File: src/rtl/sd_blk_tx.sv
// SD DAT0 block transmitter: streams a buffer RAM onto the line as start bit, data, CRC16, end bit.
// Optional CRC16 generation is enabled with macro SD_BLK_TX_CRC_EN.
module sd_blk_tx #(
    parameter int unsigned ADDR_BITS = 9,
    parameter int unsigned BLK_BYTES = 512
) (
    input  logic                 clk,
    input  logic                 rst_n,
    input  logic                 start,
    input  logic                 bit_en,
    output logic [ADDR_BITS-1:0] ram_addr,
    input  logic [7:0]           ram_data,
    output logic                 dat_out,
    output logic                 dat_oe,
    output logic                 busy,
    output logic                 done
);
    localparam logic [ADDR_BITS-1:0] LAST_ADDR = ADDR_BITS'(BLK_BYTES - 1);
`ifdef SD_BLK_TX_CRC_EN
    localparam logic [15:0] CRC_POLY = 16'h1021;
`endif

    typedef enum logic [2:0] {
        S_IDLE  = 3'd0,
        S_START = 3'd1,
        S_DATA  = 3'd2,
`ifdef SD_BLK_TX_CRC_EN
        S_CRC   = 3'd3,
`endif
        S_STOP  = 3'd4,
        S_REL   = 3'd5
    } state_e;

    state_e               state_q, state_d;
    logic [ADDR_BITS-1:0] addr_q, addr_d;
    logic [7:0]           shreg_q, shreg_d;
    logic [3:0]           bit_cnt_q, bit_cnt_d;
    logic                 last_q, last_d;
    logic                 dat_out_q, dat_out_d;
    logic                 dat_oe_q, dat_oe_d;
    logic                 busy_q, busy_d;
    logic                 done_q, done_d;
`ifdef SD_BLK_TX_CRC_EN
    logic [15:0]          crc_q, crc_d;
`endif

    // The address stops at the last byte so it never wraps before release.
    logic                 load_last_c;
    logic [ADDR_BITS-1:0] addr_inc_c;
    assign load_last_c = (addr_q == LAST_ADDR);
    assign addr_inc_c  = load_last_c ? addr_q : addr_q + ADDR_BITS'(1);

    always_ff @(posedge clk or negedge rst_n) begin
        if (!rst_n) begin
            state_q   <= S_IDLE;
            addr_q    <= '0;
            shreg_q   <= '0;
            bit_cnt_q <= '0;
            last_q    <= 1'b0;
            dat_out_q <= 1'b1;
            dat_oe_q  <= 1'b0;
            busy_q    <= 1'b0;
            done_q    <= 1'b0;
`ifdef SD_BLK_TX_CRC_EN
            crc_q     <= '0;
`endif
        end else begin
            state_q   <= state_d;
            addr_q    <= addr_d;
            shreg_q   <= shreg_d;
            bit_cnt_q <= bit_cnt_d;
            last_q    <= last_d;
            dat_out_q <= dat_out_d;
            dat_oe_q  <= dat_oe_d;
            busy_q    <= busy_d;
            done_q    <= done_d;
`ifdef SD_BLK_TX_CRC_EN
            crc_q     <= crc_d;
`endif
        end
    end

    always_comb begin
        state_d   = state_q;
        addr_d    = addr_q;
        shreg_d   = shreg_q;
        bit_cnt_d = bit_cnt_q;
        last_d    = last_q;
        dat_out_d = dat_out_q;
        dat_oe_d  = dat_oe_q;
        busy_d    = busy_q;
        done_d    = 1'b0;
`ifdef SD_BLK_TX_CRC_EN
        crc_d     = crc_q;
`endif
        case (state_q)
            S_IDLE: begin
                if (start) begin
                    busy_d  = 1'b1;
                    addr_d  = '0;
                    last_d  = 1'b0;
`ifdef SD_BLK_TX_CRC_EN
                    crc_d   = '0;
`endif
                    state_d = S_START;
                end
            end
            S_START: begin
                if (bit_en) begin
                    dat_out_d = 1'b0;
                    dat_oe_d  = 1'b1;
                    shreg_d   = ram_data;
                    last_d    = load_last_c;
                    addr_d    = addr_inc_c;
                    bit_cnt_d = '0;
                    state_d   = S_DATA;
                end
            end
            S_DATA: begin
                if (bit_en) begin
                    dat_out_d = shreg_q[7];
`ifdef SD_BLK_TX_CRC_EN
                    crc_d = {crc_q[14:0], 1'b0} ^ ((crc_q[15] ^ shreg_q[7]) ? CRC_POLY : 16'h0000);
`endif
                    if (bit_cnt_q != 4'd7) begin
                        shreg_d   = {shreg_q[6:0], 1'b0};
                        bit_cnt_d = bit_cnt_q + 4'd1;
                    end else begin
                        bit_cnt_d = '0;
                        if (last_q) begin
`ifdef SD_BLK_TX_CRC_EN
                            state_d = S_CRC;
`else
                            state_d = S_STOP;
`endif
                        end else begin
                            shreg_d = ram_data;
                            last_d  = load_last_c;
                            addr_d  = addr_inc_c;
                        end
                    end
                end
            end
`ifdef SD_BLK_TX_CRC_EN
            S_CRC: begin
                if (bit_en) begin
                    dat_out_d = crc_q[15];
                    crc_d     = {crc_q[14:0], 1'b0};
                    bit_cnt_d = bit_cnt_q + 4'd1;
                    if (bit_cnt_q == 4'd15) begin
                        state_d = S_STOP;
                    end
                end
            end
`endif
            S_STOP: begin
                if (bit_en) begin
                    dat_out_d = 1'b1;
                    state_d   = S_REL;
                end
            end
            S_REL: begin
                if (bit_en) begin
                    dat_oe_d  = 1'b0;
                    dat_out_d = 1'b1;
                    addr_d    = '0;
                    busy_d    = 1'b0;
                    done_d    = 1'b1;
                    state_d   = S_IDLE;
                end
            end
            default: state_d = S_IDLE;
        endcase
    end

    assign ram_addr = addr_q;
    assign dat_out  = dat_out_q;
    assign dat_oe   = dat_oe_q;
    assign busy     = busy_q;
    assign done     = done_q;

endmodule

File: config.mk
export PLATFORM = sky130hd
export DESIGN_NAME = sd_blk_tx
export DESIGN_NICKNAME = d
export VERILOG_FILES = /design/src/rtl/sd_blk_tx.sv
export SDC_FILE = /design/constraint.sdc
export NUM_CORES = 1
export LEC_CHECK = 0
export CORE_AREA = 2 2 61 63
export CTS_CLUSTER_DIAMETER = 150
export CTS_CLUSTER_SIZE = 8
export DETAILED_ROUTE_END_ITERATION = 8
export DIE_AREA = 0 0 63 65
export HOLD_SLACK_MARGIN = 0.15
export PLACE_DENSITY_LB_ADDON = 0.3
export SLEW_MARGIN = 20
export SYNTH_ARGS = -nofsm -noshare
export SYNTH_HDL_FRONTEND = slang
export SYNTH_SLANG_ARGS = --single-unit
File: constraint.sdc
create_clock -name clk -period 2.9 [get_ports clk]
set_input_delay 0.58 -clock clk [delete_from_list [all_inputs] [get_ports clk]]
set_output_delay 0.58 -clock clk [all_outputs]
set_load 0.01 [all_outputs]
* Word-level counts from Yosys, hierarchy flattened
Index checks and enable logic that the tools add are counted.
** Storage, ports and cells
- Bits in registers :: 29
- Input port bits :: 12
- Output and inout bits :: 13
- Logic and storage cells :: 83
** Cells by class
- $add $sub $neg :: 2
- Equal/unequal tests :: 16
- Mux-type cells :: 40
- Reductions and logical operators :: 16
** Operators with widths (number)
- two-way mux 9 bit :: 7
- one-hot mux 9 bit (4 select lines) :: 1
- two-way mux 8 bit :: 4
- two-way mux 3 bit :: 7
- != test 2 bit (second input constant) :: 8
- one-hot mux 8 bit (2 select lines) :: 1
- one-hot mux 3 bit (5 select lines) :: 1
- AND reduction 7 bit :: 2
- two-way mux 4 bit :: 3
- two-way mux 1 bit :: 11
- adder 9 x 1 -> 9 bit (second input constant) :: 1
- == test 9 bit (second input constant) :: 1
- AND reduction 3 bit :: 3
- one-hot mux 4 bit (2 select lines) :: 1
- AND reduction 4 bit :: 2
- == test 3 bit (second input constant) :: 2
- one-hot mux 1 bit (3 select lines) :: 2
- nonzero test 2 bit :: 3
- nonzero test 3 bit :: 2
- AND reduction 5 bit :: 1
- adder 4 x 1 -> 4 bit (second input constant) :: 1
- != test 4 x 3 -> 1 bit (second input constant) :: 1
- one-hot mux 1 bit (2 select lines) :: 2
- nonzero test 4 bit :: 1
- other kinds (6) :: 6

* Logic depth before layout (Yosys ltp)
Gate-level depths: netlist (run 1).
- Word-level depth :: 6
- Depth in mapped cells :: 9
- Gate-level depth less buffers :: 9

* Worst setup path after synthesis (run 1)
No wires, ideal clock.
- Kind :: register -> register
- Start point :: register addr_q[0] (netlist: ram_addr[0])
- End point :: register addr_q[7] (netlist: ram_addr[7])
- Library setup time :: 0.122 ns
- Arrival :: 2.244 ns
- Path slack :: 0.534 ns
- Cell stages (with the launch flop) :: 9
- Buffers on the path :: 0
- Cells stage by stage :: dfrtp_1 ha_1 and3_1 and3_1 and3_1 ha_1 o31ai_1 o221ai_1 a32o_1
** On the way
- Word-level cells in the longest chain between the ends :: 6
- Elaborated cells on any way between the ends :: 8
- Those cells by class :: 1 x add/sub; 1 x eq/ne; 6 x mux
** Ends and longest elaborated chain
- from (decl) :: RTL line 35 : logic [ADDR_BITS-1:0] addr_q, addr_d;
- from (signal assigned) :: RTL line 69 : addr_q <= addr_d;
- adder 9 x 1 -> 9 bit / == test 9 bit (equally long branches) :: RTL line 51, 50
- two-way mux 9 bit * :: RTL line 51 : assign addr_inc_c = load_last_c ? addr_q : addr_q + ADDR_BITS'(1);
- two-way mux 9 bit :: RTL line 130 : if (last_q) begin
- two-way mux 9 bit :: RTL line 125 : if (bit_cnt_q != 4'd7) begin
- two-way mux 9 bit :: RTL line 120 : if (bit_en) begin
- one-hot mux 9 bit (4 select lines) * :: RTL line 96 : case (state_q)
Every way passes the cells marked *; elsewhere a longest branch is shown, timed or not. The select of a mux whose other input is x is not followed.
A chain may end at the register's enable or synchronous reset.

* Final worst setup path (run 1)
Ends and elaborated chain as after synthesis.

==> results of run 1 <==
## area by class of cell
cell class / count / area (µm²) / share of cell area [%]
repair buffers: 29 / 278 / 13.3
inverters: 11 / 41.3 / 1.98
multi-input cells: 125 / 906 / 43.5
flip-flops and latches: 29 / 727 / 34.9
clock inverters: 1 / 5.00 / 0.240
clock buffers: 7 / 65.1 / 3.12
well taps: 48 / 60.1 / 2.88
## layer usage
layer | GRT usage, % | vias up
li1 | - | 694
met1 | 24.5 | 698
met2 | 33.2 | 40
met3 | 3.47 | 7
met4 | 10.6 | 0
met5 | 0 | -
## per-stage QoR
step / util, % / setup slack [ps]
finish: 59.6 / 282
detailed placement: 57.6 / 316
global route: 59.6 / 20.3
floorplan: - / 534
CTS: 59.6 / 289
global placement: 57.6 / 454
## worst max-delay path: stages, from the launching register on
cell and delay (ps):
dfrtp_1 440, ha_1 250, and3_1 230, and3_1 220, and3_1 190, ha_1 230, o21ai_0 220, nand2_1 120
a21oi_1 400, a32o_1 240
## kinds of logic after synthesis
kind of cell               count (synthesis)
muxes                                     18
DFF                                       29
buffers and inverters                     19
adders and majority gates                  3
AOI/OAI and AO/OA                         43
and+or+nand+nor                           59
xor gates and xnor gates                   2
## synth_stat cells (all sizes together), types with 2 or more instances
master  instances  area (µm²)
nor3            3        15.0
nand4           2        12.5
a32oi           2        17.5
mux2           14         158
ha              3        37.5
nor2            9        33.8
nand2b          4        25.0
nand2          19        78.8
nand3           3        15.0
inv            11        41.3
o22ai           6        37.5
o221a           4        45.0
or3             3        18.8
dfrtp          28         701
o21ai          13        65.1
and3            3        18.8
o221ai          3        26.3
a32o            3        30.0
mux2i           4        40.0
a21oi           2        10.0
nand3b          3        22.5
buf             5        40.0
nand4b          2        17.5
clkbuf          3        11.3
o31ai           2        15.0
nor4            2        12.5
nor2b           3        18.8
## power by group through the flow
stage	combinational [W]	clock (W)	sequential [W]
floorplan	0.000852	0	0.000648
global placement	0.000994	0	0.000710
detailed placement	0.00102	0	0.000721
CTS	0.00103	0.000293	0.000714
global route	0.00113	0.000309	0.000739
finish	0.00103	0.000284	0.000715
## flip-flops by register name, summed over array words and instances (netlist names)
| register | cells |
|---|---|
| bit_cnt_q | 4 |
| busy | 1 |
| dat_oe | 1 |
| dat_out | 1 |
| done | 1 |
| last_q | 1 |
| ram_addr | 9 |
| shreg_q | 8 |
| state_q | 3 |
## cells in the final DEF (no fill, tap or decap), types with 4 or more instances in the layout
cell type	count
nor2_1	9
nand2b_1	4
o21ai_0	13
o22ai_1	6
inv_1	11
nand2_1	18
o221a_2	4
buf_4	5
mux2_2	11
clkdlybuf4s50_1	24
dfrtp_1	28
mux2i_1	4
clkbuf_4	5
## worst min path at each step
stage	end	startpoint	depth (start not counted)	slack (ps)
2_1_floorplan	bit_cnt_q[0]	rst_n	0	280
3_3_place_gp	dat_oe	dat_oe	2	470
3_5_place_dp	dat_oe	dat_oe	2	480
4_1_cts	dat_oe	dat_oe	2	510
5_1_grt	shreg_q[5]	shreg_q[5]	1	530
6_report	dat_oe	dat_oe	2	500
==> summary.txt, run 1 <==
Setup path
  – CP endpoint: ram_addr[7]
  – Cells on worst reg2reg path: 9
  – Crit Path Max Fanout: 5
  – CP endpoint kind: flip-flop
  – FF-to-FF End: ram_addr[7]
  – Reg2reg setup slack: 280 ps
  – Startpoint type of the worst setup path: flip-flop
  – RR Startpoint: ram_addr[0]
  – WS Path Type: flip-flop to flip-flop
  – Critical Path AT: 2890 ps
  – Critical Path Source: ram_addr[0]
  – WP data required: 3170 ps

Layout
  – Diode count: 0
  – Fillcell total: 332
  – P&R area growth vs syn: 20.7%
  – Post-route cell area: 2080 µm²
  – Layout cells sized above 1: 16.8%
  – # nets final: 216
  – Layout Cells excl Fill: 250

Place
  – Port bufs: 24
  – Area after DPL: 2010 µm²
  – Placed cell count: 242
  – Final RePlAce weighted congestion: 0.886
  – HPWL after DPL: 2.60 mm

Power and ir drop
  – Part of the power in registers: 35.2%
  – VDD IR max: 0.000401 V
  – Clock power share: 14.0%
  – Net Switching: 0.000842 W
  – Internal: 0.00119 W
  – Pwr Total: 0.00203 W
  – Combinational power share: 50.8%
  – Leak: 0.866 nW
  – Switching Share: 41.5%
  – PwrDens: 975 nW/µm²

Timing
  – Min Tclk post-route: 2620 ps
  – RSZ-0062 raised after global routing: no
  – F_max: 382 MHz
  – Max-slew headroom: 52.7%
  – Setup TNS: 0 ps
  – Worst-margin pin slew: 710 ps
  – Hold WS: 504 ps
  – Post-Route Skew: 14.7 ps
  – Max Transition Viols Final: 0
  – Final hold vios: 0
  – Setup violators final: 0
  – Fin crit share: 90.3%

Route
  – DR WL met3: 130 µm
  – DRC: 0
  – Total Wirelength: 3.71 mm
  – Final ANT Viol Nets: 0
  – DRT Pass-1 Iters: 4
  – Wire length on met2: 1.86 mm
  – Vias: 1439
  – Vias per cell: 5.76
  – 1st-iter DRT viols: 77
  – Drt wl/cell: 14.9 µm
  – Uppermost layer routed: met4
  – Metal-1 WL: 1.66 mm

Floorplanning
  – Rows: 22
  – Die footprint: 4100 µm²
  – Top Ports: 25
  – Die Y: 65 µm
  – Starting Density: 49.4%
  – Die width: 63 µm
  – Core area: 3500 µm²

CTS
  – H-Tree Depth: 2
  – Total clock sinks: 29
  – CTS tree: done
  – Clock Pin Slew Worst Setup and Hold Paths: 90 ps
  – Max Buffers Root-to-Sink: 2
  – Resize count post-CTS: 0
  – Postcts setup bufs: 0
  – Hold buffers post-CTS: 0
  – CTS root buf: clkbuf_4
  – Insertion delay to the later sink of the worst-skew pair: 340 ps
  – Total CTS buffers: 5

GRT
  – GRT Total Usage: 19.9%
  – Antenna violations before repair: 0
  – Vias in the first global route: 1392
  – Pin count of the biggest net entering global routing: 30
  – First-pass GRT wire length: 6.30 mm
  – GRT Residual Overflow: 0

Synth
  – Async SR Flop Fraction: 100%
  – Post-synthesis simple-gate area fraction: 18.6%
  – Mapped Area: 1730 µm²
  – Library cells used by synthesis: 45
  – Ys Warns: 0
  – Post-synthesis mux area share: 11.5%
  – Seq/Total Area, Yosys: 42.1%
  – Ys flop type: dfrtp_1
  – Syn nets: 188
  – Syn avg cell area: 9.97 µm²
  – Adder-cell share of the synthesized area: 2.18%
  – Main combinational cell family by area after synthesis: compound AO/OA/AOI/OAI gates
  – Post-synth EDFFs: 0
  – Synth Area in XOR/XNOR: 1.45%
  – Synth Area in Compound Gates: 18.9%
  – #FFs+latches synth: 29
  – Synth Instances: 173

Flow run
  – Max Cap Viol: 0

Worst hold path
  – HP Class: flip-flop to flip-flop

Run status
  – Outcome: complete, no violations
(Power assumes the default switching activity.)
==> inputs of run 2 (changes only) <==
SLEW_MARGIN = unset   (was 20)
==> results of run 2 <==
Same layout as run 1: the final DEF is identical, and so are final timing and power.
==> inputs of run 3 (changes only) <==
GPL_TIMING_DRIVEN = 0   (was unset)
clock period = 2.47 ns   (was 2.9 ns; I/O delays follow)
==> summary.txt, run 3 (same netlist as run 1, synthesis figures left out) <==
Setup path
  – Cells on worst reg2reg path: 10
  – WP data required: 2730 ps
  – Crit Path Max Fanout: 5
  – CP endpoint: ram_addr[3]
  – WS Path Type: flip-flop to flip-flop
  – Critical Path Source: ram_addr[1]
  – Reg2reg setup slack: 120 ps
  – Critical Path AT: 2610 ps
  – FF-to-FF End: ram_addr[3]
  – RR Startpoint: ram_addr[1]
  – Startpoint type of the worst setup path: flip-flop
  – CP endpoint kind: flip-flop

Run status
  – Outcome: complete, no violations

Timing
  – Setup TNS: 0 ps
  – Setup violators final: 0
  – Max Transition Viols Final: 0
  – Final hold vios: 0
  – Min Tclk post-route: 2350 ps
  – F_max: 426 MHz
  – Hold WS: 158 ps
  – Post-Route Skew: 10.6 ps
  – Max-slew headroom: 58.3%
  – Fin crit share: 95.1%
  – Worst-margin pin slew: 625 ps

GRT
  – Pin count of the biggest net entering global routing: 30
  – GRT Residual Overflow: 0
  – First-pass GRT wire length: 6.71 mm
  – Antenna violations before repair: 0
  – GRT Total Usage: 21.2%
  – Vias in the first global route: 1532

CTS
  – Insertion delay to the later sink of the worst-skew pair: 340 ps
  – CTS root buf: clkbuf_4
  – Max Buffers Root-to-Sink: 2
  – H-Tree Depth: 2
  – Total CTS buffers: 5
  – CTS tree: done
  – Total clock sinks: 29
  – Clock Pin Slew Worst Setup and Hold Paths: 100 ps

Floorplanning
  – Die Y: 65 µm
  – Die width: 63 µm
  – Starting Density: 49.4%
  – Rows: 22
  – Core area: 3500 µm²
  – Die footprint: 4100 µm²
  – Top Ports: 25

Place
  – Port bufs: 23
  – Final RePlAce weighted congestion: 0.883
  – HPWL after DPL: 2.75 mm
  – Placed cell count: 244
  – Area after DPL: 2020 µm²

Route
  – Final ANT Viol Nets: 0
  – DRT Pass-1 Iters: 4
  – Vias: 1489
  – DRC: 0
  – 1st-iter DRT viols: 86
  – Drt wl/cell: 15.2 µm
  – Vias per cell: 5.82
  – Total Wirelength: 3.88 mm

Layout
  – Layout Cells excl Fill: 256
  – # nets final: 222
  – Post-route cell area: 2180 µm²
  – P&R area growth vs syn: 26.3%
  – Commonest cells after routing, fill and taps aside: dfrtp_1 (28), clkdlybuf4s50_1 (22), nand2_1 (17)
  – Diode count: 0
  – Most common cell after layout, fill and taps aside: dfrtp_1
  – Max reg flops: 9
  – Layout cells sized above 1: 23.1%

Worst hold path
  – HP Class: primary input to async pin

Power and ir drop
  – Leak: 0.893 nW
  – VDD IR max: 0.000646 V
  – PwrDens: 1200 nW/µm²

Flow run
  – Max Cap Viol: 0
[run 3: cell types whose count changed in the layout (fill, tap and decap cells not counted), sizes merged]
cell / change
buf: +5
clkbuf: +3
clkdlybuf4s50: -2
[run 3: worst min-delay path by stage]
stage,from,endpoint,slack (ps)
floorplan,rst_n,bit_cnt_q[0],200
global placement,dat_oe,dat_oe,470
detailed placement,dat_oe,dat_oe,490
CTS,dat_oe,dat_oe,510
global route,rst_n,shreg_q[3],220
finish,rst_n,shreg_q[5],160
[run 3: metrics by stage]
| stage | util, % | power, W | setup slack [ps] |
|---|---|---|---|
| 2_1_floorplan | - | 0.00176 | 104 |
| 4_1_cts | 60.6 | 0.00250 | 4.38 |
| 5_1_grt | 62.3 | 0.00280 | -4.83 |
| 6_report | 62.3 | 0.00262 | 122 |
| 3_3_place_gp | 57.7 | 0.00204 | -168 |
| 3_5_place_dp | 57.7 | 0.00210 | -186 |
[run 3: worst max-delay path: stages, from the launching register on]
cell,delay (ps)
dfrtp_1,440
ha_2,200
and3_1,220
and3_1,220
and3_1,210
ha_4,200
o21ai_4,160
and2_4,190
o211ai_1,100
buf_4,200
o22ai_1,130
[run 3: cell type report]
type / count / area [µm²]
fillers: 315 / 1320
multi-input cells: 125 / 973
clock buffers: 7 / 65.1
flip-flops and latches: 29 / 727
inverters: 11 / 41.3
clock inverters: 1 / 5.00
repair buffers: 27 / 255
well taps: 48 / 60.1
plain buffers: 8 / 51.3
[run 3: where the power goes]
group	internal, W	leakage (nW)	switching, W
combinational	0.000720	0.482	0.000791
clock	0.000165	0.0413	0.000171
sequential	0.000637	0.370	0.000135
[run 3: what timing repair did]
action,CTS,global route
endpoints found under the setup margin,9,9
hold buffers,0,0
pin swaps,1,2
gates resized for setup,3,12
buffers inserted,3,1
[run 3: per-layer routing]
metal / GRT usage (%) / share of wire (%) / up-vias
li1: - / - / 707
met2: 38.0 / 52 / 36
met5: 0 / 0 / -
met3: 6.77 / 4.6 / 14
met1: 23.4 / 41 / 732
met4: 7.78 / 2.4 / 0
